<file path="src/rtl/uart_pkg.sv">
// Shared UART definitions: FSM state encoding and default bit period.
// Used by both the receiver and the transmitter so their frames agree.
package uart_pkg;

    typedef enum logic [1:0] {
        IDLE  = 2'b00,
        START = 2'b01,
        DATA  = 2'b10,
        STOP  = 2'b11
    } uart_state_t;

    localparam int CLKS_PER_BIT_DEFAULT = 16;

endpackage

</file>
<file path="src/rtl/uart_rx_sync.sv">
// Two-flop synchroniser for the asynchronous serial line plus one history flop.
// Every flop resets to the idle-high level, so no falling edge is reported during reset.
module uart_rx_sync
    import uart_pkg::*;
(
    input  logic i_clk,
    input  logic i_rst,
    input  logic i_rx,
    output logic o_rx_s,
    output logic o_fall_edge
);

    logic r_meta;
    logic r_rx_s;
    logic r_rx_prev;

    always_ff @(posedge i_clk) begin
        if (i_rst) begin
            r_meta    <= 1'b1;
            r_rx_s    <= 1'b1;
            r_rx_prev <= 1'b1;
        end else begin
            r_meta    <= i_rx;
            r_rx_s    <= r_meta;
            r_rx_prev <= r_rx_s;
        end
    end

    assign o_rx_s      = r_rx_s;
    assign o_fall_edge = r_rx_prev & ~r_rx_s;

endmodule

</file>
<file path="src/rtl/uart_rx.sv">
// 8N1 UART receiver, LSB first, mid-bit sampling.
// Received byte is held on a valid/ack register; framing and overrun errors pulse for one cycle.
//
// state | meaning
// IDLE  | waiting for a falling edge on the synchronised line
// START | counting to mid start bit; line must still be low
// DATA  | sampling 8 data bits, one per bit period
// STOP  | sampling the stop bit, then deliver or flag an error
module uart_rx
    import uart_pkg::*;
#(
    parameter int CLKS_PER_BIT = CLKS_PER_BIT_DEFAULT
) (
    input  logic       i_clk,
    input  logic       i_rst,
    input  logic       i_rx_in,
    output logic [7:0] o_data,
    output logic       o_data_valid,
    input  logic       i_data_ack,
    output logic       o_frame_err,
    output logic       o_overrun_err,
    output logic       o_busy
);

    localparam int CW = $clog2(CLKS_PER_BIT);
    localparam logic [CW-1:0] HALF_TC = CW'(CLKS_PER_BIT / 2 - 1);
    localparam logic [CW-1:0] FULL_TC = CW'(CLKS_PER_BIT - 1);

    logic        w_rx_s;
    logic        w_fall_edge;

    uart_state_t r_state;
    logic [CW-1:0] r_cnt;
    logic [2:0]  r_bit_idx;
    logic [7:0]  r_shift;
    logic [7:0]  r_data;
    logic        r_valid;
    logic        r_frame_err;
    logic        r_overrun_err;

    uart_rx_sync u_sync (
        .i_clk       (i_clk),
        .i_rst       (i_rst),
        .i_rx        (i_rx_in),
        .o_rx_s      (w_rx_s),
        .o_fall_edge (w_fall_edge)
    );

    always_ff @(posedge i_clk) begin
        if (i_rst) begin
            r_state       <= IDLE;
            r_cnt         <= '0;
            r_bit_idx     <= '0;
            r_shift       <= '0;
            r_data        <= '0;
            r_valid       <= 1'b0;
            r_frame_err   <= 1'b0;
            r_overrun_err <= 1'b0;
        end else begin
            r_frame_err   <= 1'b0;
            r_overrun_err <= 1'b0;
            if (i_data_ack && r_valid)
                r_valid <= 1'b0;

            case (r_state)
                IDLE: begin
                    if (w_fall_edge) begin
                        r_state <= START;
                        r_cnt   <= '0;
                    end
                end
                START: begin
                    if (r_cnt == HALF_TC) begin
                        r_cnt <= '0;
                        if (!w_rx_s) begin
                            r_state   <= DATA;
                            r_bit_idx <= '0;
                        end else begin
                            r_state <= IDLE;
                        end
                    end else begin
                        r_cnt <= r_cnt + 1'b1;
                    end
                end
                DATA: begin
                    if (r_cnt == FULL_TC) begin
                        r_cnt     <= '0;
                        r_shift   <= {w_rx_s, r_shift[7:1]};
                        r_bit_idx <= r_bit_idx + 1'b1;
                        if (r_bit_idx == 3'd7)
                            r_state <= STOP;
                    end else begin
                        r_cnt <= r_cnt + 1'b1;
                    end
                end
                STOP: begin
                    // Leaving at mid stop bit leaves half a bit of margin to catch the next start.
                    if (r_cnt == FULL_TC) begin
                        r_cnt   <= '0;
                        r_state <= IDLE;
                        if (w_rx_s) begin
                            if (!r_valid || i_data_ack) begin
                                r_data  <= r_shift;
                                r_valid <= 1'b1;
                            end else begin
                                r_overrun_err <= 1'b1;
                            end
                        end else begin
                            r_frame_err <= 1'b1;
                        end
                    end else begin
                        r_cnt <= r_cnt + 1'b1;
                    end
                end
                default: r_state <= IDLE;
            endcase
        end
    end

    assign o_data        = r_data;
    assign o_data_valid  = r_valid;
    assign o_frame_err   = r_frame_err;
    assign o_overrun_err = r_overrun_err;
    assign o_busy        = (r_state != IDLE);

endmodule
</file>
<file path="config.mk">
export PLATFORM = sky130hd
export DESIGN_NAME = uart_rx
export DESIGN_NICKNAME = d
export VERILOG_FILES = /design/src/rtl/uart_pkg.sv /design/src/rtl/uart_rx_sync.sv /design/src/rtl/uart_rx.sv
export SDC_FILE = /design/constraint.sdc
export NUM_CORES = 1
export LEC_CHECK = 0
export ABC_AREA = 1
export BUFFER_PORTS_ARGS = -buffer_cell sky130_fd_sc_hd__clkbuf_2
export CAP_MARGIN = 10
export CORE_ASPECT_RATIO = 1.25
export CORE_MARGIN = 8
export CORE_UTILIZATION = 55
export DETAILED_ROUTE_END_ITERATION = 8
export MAX_ROUTING_LAYER = met4
export PLACE_DENSITY = 0.88
export SYNTH_ARGS = -nofsm -noshare
export SYNTH_HDL_FRONTEND = slang
export SYNTH_SLANG_ARGS = --single-unit
</file>
<file path="constraint.sdc">
create_clock -name i_clk -period 1.6 [get_ports i_clk]
set_input_delay 0.4 -clock i_clk [delete_from_list [all_inputs] [get_ports i_clk]]
set_output_delay 0.4 -clock i_clk [all_outputs]
set_load 0.02 [all_outputs]
</file>
==> out/summary.md, run 1 <==
The total overflow left after global routing is 0. After routing the design area is 1450 sq um. On the worst path, the slowest cell contributes a delay of 0.39 ns. The combined global-route utilization of all metal layers was 15.3%. For this block, the via count after detailed routing is 1,085. The total cell area at the placement stage is 1380 sq um, and the boundary pin count is 16. In the synthesized netlist, the number of instances is 165. On the critical path, the stage with the largest delay is an instance of sky130_fd_sc_hd__dfxtp_4. The filler cells instantiated in the layout total 184. The die is 69.7 um tall. TritonCTS built the clock tree. The number of antenna violations at the first check in global routing was 0; the final routed wire length divided by cell count was 12.3 um. After synthesis the cells add up to 1270 sq um. After floorplanning, the core was divided into 19 placement rows.

Share of layout cells above drive strength 1: 22.6%. The initial standard-cell utilization of the core is 58.0%. Kind of start point of the critical path: a register.

The H-tree generated during clock tree synthesis spans 2 levels. The multi-input combinational cells in the finished layout cover a total of 586 sq um. For this block, the routed nets add up to 2680 um of wire. Grouping stages by cell kind, the critical path spends the most delay in flip-flops. By area the synthesized netlist is led by sky130_fd_sc_hd__dfxtp_1, sky130_fd_sc_hd__nor2_1, sky130_fd_sc_hd__nand2_1.

The critical path goes through nor2_1, inv_1, clkbuf_2. The run gives 1.20 ns as the data required time of the worst path. The deepest clock path buffer count came out at 2. During synthesis, Yosys emitted a total of 0 warnings.

At the end of routability-driven placement, the weighted congestion stood at 0.836. The cell taking the most area after synthesis is sky130_fd_sc_hd__dfxtp_1. The worst setup path is captured at an output port. Across the routed clock network, the largest skew measured is 0.0137 ns. The type of the most critical hold path is input port to register. In the routed design, unresolved DRC markers number 0. The clock net sink count came out at 31.

The clock input transition at the sequential cells of the worst setup and hold paths is 0.10 ns. For the worst setup path, the data arrival time is 1.12 ns. The first global-routing pass estimated 4820 um of wire. Power spread over the standard cell area amounts to 974 nW/um^2. By instance count, the leading cell after synthesis is sky130_fd_sc_hd__nor2_1. The top flip-flop cell by instance count after synthesis is sky130_fd_sc_hd__dfxtp_1. In this run the horizontal extent of the chip is 58.9 um. Net total in the final layout: 193. The clock reaches the later pin of the worst-skew pair after 0.34 ns. The count of buffers added on input and output ports is 15. The final critical-path required period works out to 1.52 ns. The total count of hold-check failures in the final report was 0; the transition time at the pin with the least slew margin was 0.389 ns. After clock tree synthesis, the flow added hold-fix buffers numbering 0.

The fraction of synthesis flops using an asynchronous set or reset pin came out at 0%. Measured against its own limit, the worst slew margin works out to 74.0%. The root buffer cell is sky130_fd_sc_hd__clkbuf_4. The sequential area share after synthesis is 49.0%, and the diode insertion count for antenna repair is 0. The run finished with clean final reports.

The overall power consumption is 0.00141 W, and the portion of the clock cycle consumed by the worst path in the final layout is 94.9%. By startpoint and endpoint, the worst setup path is classified as register to output port. The tools report the maximum clock rate as 0.659 GHz. Synthesis produced a netlist with a net count of 172. Of all nets on the critical path, the largest fanout is 7. The number of synthesized flops with an enable pin was 0; the area growth from synthesis to layout was 14.0%.

The DRC marker count from the first detailed-route iteration came out at 45. The logs give 0.660 nW for the static leakage and 0 for the number of slew-limit violations in the final report. The commonest cells after synthesis are sky130_fd_sc_hd__nor2_1, sky130_fd_sc_hd__dfxtp_1, sky130_fd_sc_hd__nand2_1. The floorplan step defined a die boundary enclosing 4110 sq um. VDD sags by at most 0.000694 V. After legalization and detailed placement, the total HPWL measured 1990 um.

The flip-flop and latch area is 627 sq um, and the final sum of negative setup slack is 0 ns. Setup repair after global routing left no endpoint under its margin. Across the run, the number of max-cap violations was 0. Once detail routing completed, the nets flagged for antenna violations numbered 0. The per-cell via count in the routed design is 5.00, and the count of different cell masters after synthesis is 22.

The core region area is 2190 sq um. A synthesized cell averages 7.68 sq um. Counting flops and latches in the post-synthesis netlist gives 31. For this run, the detailed router's first-pass iteration total came to 4. In this run, CTS created clock tree buffers numbering 5. The area share of the largest cell type after synthesis was 49.0%. Entering global routing, the biggest net connects 20 pins. The number of buffers and inverters on the critical path is 2.

The via count of the first global-routing pass is 1,116. Setup violations remaining at the end of the flow were counted as 0.
## logic make-up after synthesis
group,Yosys count,synth area share (%)
AND/OR/NAND/NOR,89,31.6
flip-flops,31,49.0
AO/OA/AOI/OAI,25,10.8
buffers and inverters,16,5.03
adder cells (fa/ha/maj),3,2.96
XOR/XNOR,1,0.691
## worst register-to-register path, delay by kind of cell, from the launching register on
| family | cells | cell delay, ns |
|---|---|---|
| adder cells (fa/ha/maj) | 1 | 0.22 |
| buffers and inverters | 1 | 0.07 |
| flip-flops | 1 | 0.37 |
| AND/OR/NAND/NOR | 6 | 0.64 |
## cell type report
cell class	count	share of cell area, %
flip-flops and latches	31	43.4
multi-input cells	118	40.5
repair buffers	16	5.71
inverters	14	3.81
clock buffers	6	3.55
well taps	31	2.68
clock inverters	1	0.346
## state kept, by name, summed over array words and instances (netlist names), named ones only
name,cells
u_sync.r_rx_prev,1
o_frame_err,1
r_bit_idx,3
o_data_valid,1
u_sync.o_rx_s,1
r_shift,8
o_data,8
u_sync.r_meta,1
o_overrun_err,1
r_state,1
r_cnt,4
## layout by cell type (no fill, tap or decap)
master / count
sky130_fd_sc_hd__a21oi_1: 6
sky130_fd_sc_hd__a21oi_4: 1
sky130_fd_sc_hd__buf_4: 1
sky130_fd_sc_hd__clkbuf_2: 15
sky130_fd_sc_hd__clkbuf_4: 5
sky130_fd_sc_hd__clkbuf_8: 1
sky130_fd_sc_hd__clkinv_2: 1
sky130_fd_sc_hd__dfxtp_1: 28
sky130_fd_sc_hd__dfxtp_2: 2
sky130_fd_sc_hd__dfxtp_4: 1
sky130_fd_sc_hd__ha_1: 2
sky130_fd_sc_hd__ha_2: 1
sky130_fd_sc_hd__inv_1: 11
sky130_fd_sc_hd__inv_2: 2
sky130_fd_sc_hd__inv_4: 1
sky130_fd_sc_hd__nand2_1: 28
sky130_fd_sc_hd__nand2_2: 3
sky130_fd_sc_hd__nand2_4: 1
sky130_fd_sc_hd__nand3_1: 4
sky130_fd_sc_hd__nand4_1: 1
sky130_fd_sc_hd__nor2_1: 43
sky130_fd_sc_hd__nor2_2: 2
sky130_fd_sc_hd__nor2_4: 2
sky130_fd_sc_hd__nor2_8: 1
sky130_fd_sc_hd__nor3_1: 2
sky130_fd_sc_hd__o21ai_0: 18
sky130_fd_sc_hd__or2_2: 2
sky130_fd_sc_hd__xor2_1: 1
## power breakdown
part	switching [W]	total [W]	internal [W]
clock network	0.000261	0.000464	0.000203
logic	0.0000851	0.000128	0.0000433
registers	0.0000235	0.000816	0.000792
## worst paths after layout
path,start,to,slack (ns),cells after the start
worst max-delay path,r_state[0]$_SDFFE_PP0P_,o_busy,0.08,3
worst min-delay path,i_rx_in,u_sync.r_meta$_SDFF_PP1_,0.24,2
worst max register to register,r_cnt[0]$_SDFFE_PP0P_,o_data[7]$_SDFFE_PP0P_,0.19,8
worst min register to register,u_sync.r_meta$_SDFF_PP1_,u_sync.o_rx_s$_SDFF_PP1_,0.42,1
## metrics by stage
stage	utilization (%)	hold slack (ns)	std cells	setup slack, ns
6_report	66.1	0.244	217	0.0816
5_1_grt	66.1	0.252	217	0.0243
4_1_cts	65.7	0.242	217	0.0156
3_5_place_dp	63.1	0.401	210	0.159
3_3_place_gp	63.1	0.393	210	0.242
2_1_floorplan	-	0.389	165	0.301
## repair_timing
| item | in CTS | in global routing |
|---|---|---|
| setup buffers | 0 | 0 |
| pin swaps | 0 | 0 |
| endpoints found under the hold margin | 0 | 0 |
| gates resized for setup | 1 | 4 |
| setup endpoints to repair | 1 | 12 |
## layer usage
layer | vias to the layer above | GRT usage, % | wire, um
li1 | 560 | - | -
met1 | 488 | 14.3 | 1050
met2 | 27 | 26.2 | 1420
met3 | 10 | 4.82 | 113
met4 | 0 | 9.07 | 91
met5 | - | - | 0
Power figures use the tool's default switching activity.
==> inputs of run 2 (changes only) <==
--- a/config.mk
+++ b/config.mk
@@ -16,4 +16,5 @@
 export PLACE_DENSITY = 0.88
 export SYNTH_ARGS = -nofsm -noshare
 export SYNTH_HDL_FRONTEND = slang
+export SYNTH_HIERARCHICAL = 1
 export SYNTH_SLANG_ARGS = --single-unit
==> run 2 against run 1 <==
  * Combinational power rose by 10%
  * First-iteration DRC count fell by 20%
  * Worst hold slack improved by 0.0051 ns
  * Routed wire length fell by 3.6%
  * Non-clock buffer count rose by 2
  * Clock power fell by 0.9%
  * Maximum frequency rose by 0.14%
  * Global-route usage fell by 1.3 points
  * Final cell count rose by 2.3%
  * Power barely moved
==> out/summary.md, run 2 <==
The CTS buffer count is 5 (unchanged), and the static leakage is 0.698 nW (+5.7%). The run gives 0 (unchanged) as the detailed-route DRC error count. For the count of synthesis-stage warnings from yosys, the log shows 6 (+6). The number of synthesized flops with an enable pin works out to 0 (unchanged). The power density over the cells works out to 955 nW/um^2 (-2.0%). The final sum of negative setup slack came out at 0 ns (unchanged).

The core region area is 2230 sq um (+2.2%). By count the netlist is led by sky130_fd_sc_hd__nor2_1, sky130_fd_sc_hd__dfxtp_1, sky130_fd_sc_hd__nand2_1. The synthesized design spends more area on one cell type than any other, namely sky130_fd_sc_hd__dfxtp_1. The logs give 0.659 GHz (+0.14%) for the maximum clock rate and 26 (+18%) for the count of different cell masters after synthesis. The average cell area after synthesis is 7.67 sq um (-0.16%), and the wire length reported by the detailed router is 2580 um (-3.6%). The area share of the largest cell type after synthesis is 47.6% (-1.4 points), and the total count of hold-check failures in the final report is 0 (unchanged). The run finished with clean final reports.

The tools report the first-pass iteration count of the detailed router as 5 (+1). The number of buffers added on ports was 15 (unchanged); the deepest clock path buffer count was 2 (unchanged). The tools report the arrival time at the worst endpoint as 1.12 ns (about the same). The tools report the final-layout fill cell count as 196 (+6.5%).

Data required time of the worst path: 1.20 ns (about the same). TritonCTS built the clock tree. The transition time at the pin with the least slew margin works out to 0.311 ns (-0.0778 ns). The tools report the kind of start point of the critical path as a register.

The max-capacitance violation count is 0 (unchanged). The final estimated routing congestion in global placement is 0.912 (+9.2%). The total of hold buffers inserted after clock tree synthesis was 0 (unchanged); the post-synthesis cell count was 170 (+3.0%).

The horizontal die dimension is 59.5 um (+1.0%). The clock input transition at the sequential cells of the worst setup and hold paths is 0.09 ns (about the same). The run gives 0 (unchanged) as the number of slew-limit violations in the final report. The count of nets left with antenna violations after detail routing was 0 (unchanged). The run gives 0 (unchanged) as the number of setup violations in the final report.

The tools report the diode insertion count for antenna repair as 0 (unchanged). The via total after detailed routing was 1,116 (+2.9%). The worst-case setup margin in the final layout was 0.0836 ns (+0.00205 ns); the combined global-route utilization of all metal layers was 14.0% (-1.3 points). The per-cell via count in the routed design was 5.03 (+0.54%); the share of layout cells above drive strength 1 was 23.0% (+0.46 points). The number of H-tree levels came out at 2 (unchanged). For the half-perimeter wire length of the detailed placement result, the log shows 1990 um (-0.27%).

Number of nets in the synthesized netlist: 177 (+2.9%). The cell area after synthesis came out at 1300 sq um (+2.9%). The cell sitting at the root of the clock tree is a sky130_fd_sc_hd__clkbuf_4.

The logs give 14 (-30%) for the largest net degree at the start of global routing and 0 (unchanged) for the sum of overflow across all layers after global routing. The post-placement setup slack was 0.137 ns (-0.0222 ns). For the clock net sink count, the log shows 31 (unchanged). The endpoint type of the worst setup path is an output port.

For the later-pin clock latency in the skew report, the log shows 0.33 ns (about the same). The library cell used most frequently in the layout, excluding fill and tap cells, is sky130_fd_sc_hd__nor2_1. The boundary pin count was 16 (unchanged); the fraction of synthesis flops using an asynchronous set or reset pin was 0% (unchanged). The via count of the first global-routing pass is 1,074 (-3.8%), and the net total in the final layout is 198 (+2.6%). The post-synthesis sequential element count works out to 31 (unchanged).

By area the synthesized netlist is led by sky130_fd_sc_hd__dfxtp_1, sky130_fd_sc_hd__nor2_1, sky130_fd_sc_hd__o21ai_1. Top flip-flop cell by instance count after synthesis: sky130_fd_sc_hd__dfxtp_1. The maximum VDD drop was 0.000776 V (+12%). The critical path is of the register to output port type.

The top cell types in the final layout, fill and taps aside, are sky130_fd_sc_hd__nor2_1, sky130_fd_sc_hd__dfxtp_1, sky130_fd_sc_hd__nand2_1. The post-route clock skew was 0.00590 ns (-0.00781 ns); the area of the die was 4190 sq um (+2.1%). The number of cell rows was 19 (unchanged); the final critical-path required period was 1.52 ns (-0.00205 ns). The number of antenna violations at the first check in global routing came out at 0 (unchanged). The run gives 4400 um (-8.7%) as the wire length of the first global-routing pass. The type of the most critical hold path is input port to register. The final routed wire length divided by cell count came out at 11.6 um (-5.8%). sky130_fd_sc_hd__nor2_1 is the most common cell in the netlist. Initial standard-cell utilization of the core: 58.3% (+0.39 points). Setup repair after global routing left no endpoint under its margin.

The area growth from synthesis to layout works out to 13.1%. Register-to-register setup slack: 0.14 ns (-0.05 ns). The vertical die dimension was 70.4 um (+1.1%). For the worst slew margin relative to its limit, the log shows 79.2% (+5.2 points). The maximum fanout count along the critical path was 7 (unchanged); the sequential area share after synthesis was 47.6% (-1.4 points). The portion of the clock cycle consumed by the worst path in the final layout works out to 94.8% (-0.13 points). The DRC marker count from the first detailed-route iteration was 36 (-20%).
## run 2: cell types whose count changed after synthesis, sizes merged, moves of 4 or more
cell,change
nand2,-5
nor2,-8
inv,+7
nand3,+4
## run 2: kinds of logic (layout without fill, tap and decap cells)
family | Yosys count | in the layout | synth area share, %
adders and majority gates | 3 | 3 | 2.88
AOI/OAI and AO/OA | 29 | 29 | 11.8
xor gates and xnor gates | 1 | 1 | 0.672
DFF | 31 | 31 | 47.6
and+or+nand+nor | 79 | 79 | 28.0
buffers and inverters | 27 | 48 | 9.02
## run 2: critical path, stage by stage (launching register included)
cell,delay [ns]
sky130_fd_sc_hd__dfxtp_2,0.42
sky130_fd_sc_hd__nor2_1,0.08
sky130_fd_sc_hd__inv_1,0.10
sky130_fd_sc_hd__clkbuf_2,0.18
## run 2: power by group
part / total (W) / leakage, nW / switching, W / internal [W]
clock network: 0.000460 / 0.0341 / 0.000257 / 0.000203
logic: 0.000141 / 0.413 / 0.0000941 / 0.0000468
registers: 0.000807 / 0.251 / 0.0000191 / 0.000788
## run 2: cell type report
type                    instances  area (sq um)  share of cell area (%)
well taps                      31          38.8                    2.63
inverters                      23          92.6                    6.28
clock buffers                   6          51.3                    3.48
repair buffers                 18          97.6                    6.62
flip-flops and latches         31           623                    42.3
clock inverters                 1          5.00                   0.340
multi-input cells             112           566                    38.4
## run 2: final timing paths
check / depth (start not counted) / startpoint / to
worst max register to register: 6 / r_cnt[0]$_SDFFE_PP0P_ / r_shift[4]$_SDFFE_PP0P_
worst min-delay path: 3 / i_rx_in / u_sync/r_meta$_SDFF_PP1_
worst max-delay path: 3 / register / o_busy
worst min register to register: 2 / u_sync/r_meta$_SDFF_PP1_ / u_sync/o_rx_s$_SDFF_PP1_
## run 2: layer usage
layer  track usage, %  share of wire (%)  vias up
met4             8.51                2.8        0
li1                 -                  -      585
met3             5.13                5.9       10
met2             24.2                 53       34
met1             12.5                 38      487
met5                -                  0        -
## run 2: through the flow
step           area, sq um  std cells  hold slack [ns]  utilization [%]  power [W]
2_1_floorplan         1300        170            0.380                -   0.000923
3_3_place_gp          1420        215            0.382             63.3   0.000954
3_5_place_dp          1420        215            0.395             63.3   0.000961
4_1_cts               1470        222            0.239             65.9    0.00141
5_1_grt               1470        222            0.264             66.0    0.00148
6_report              1470        222            0.249             66.0    0.00141
## run 2: timing repair
item	4_1_cts	5_1_grt
setup buffers	0	0
resized for setup	1	1
endpoints found under the setup margin	1	1
pin swaps	0	0
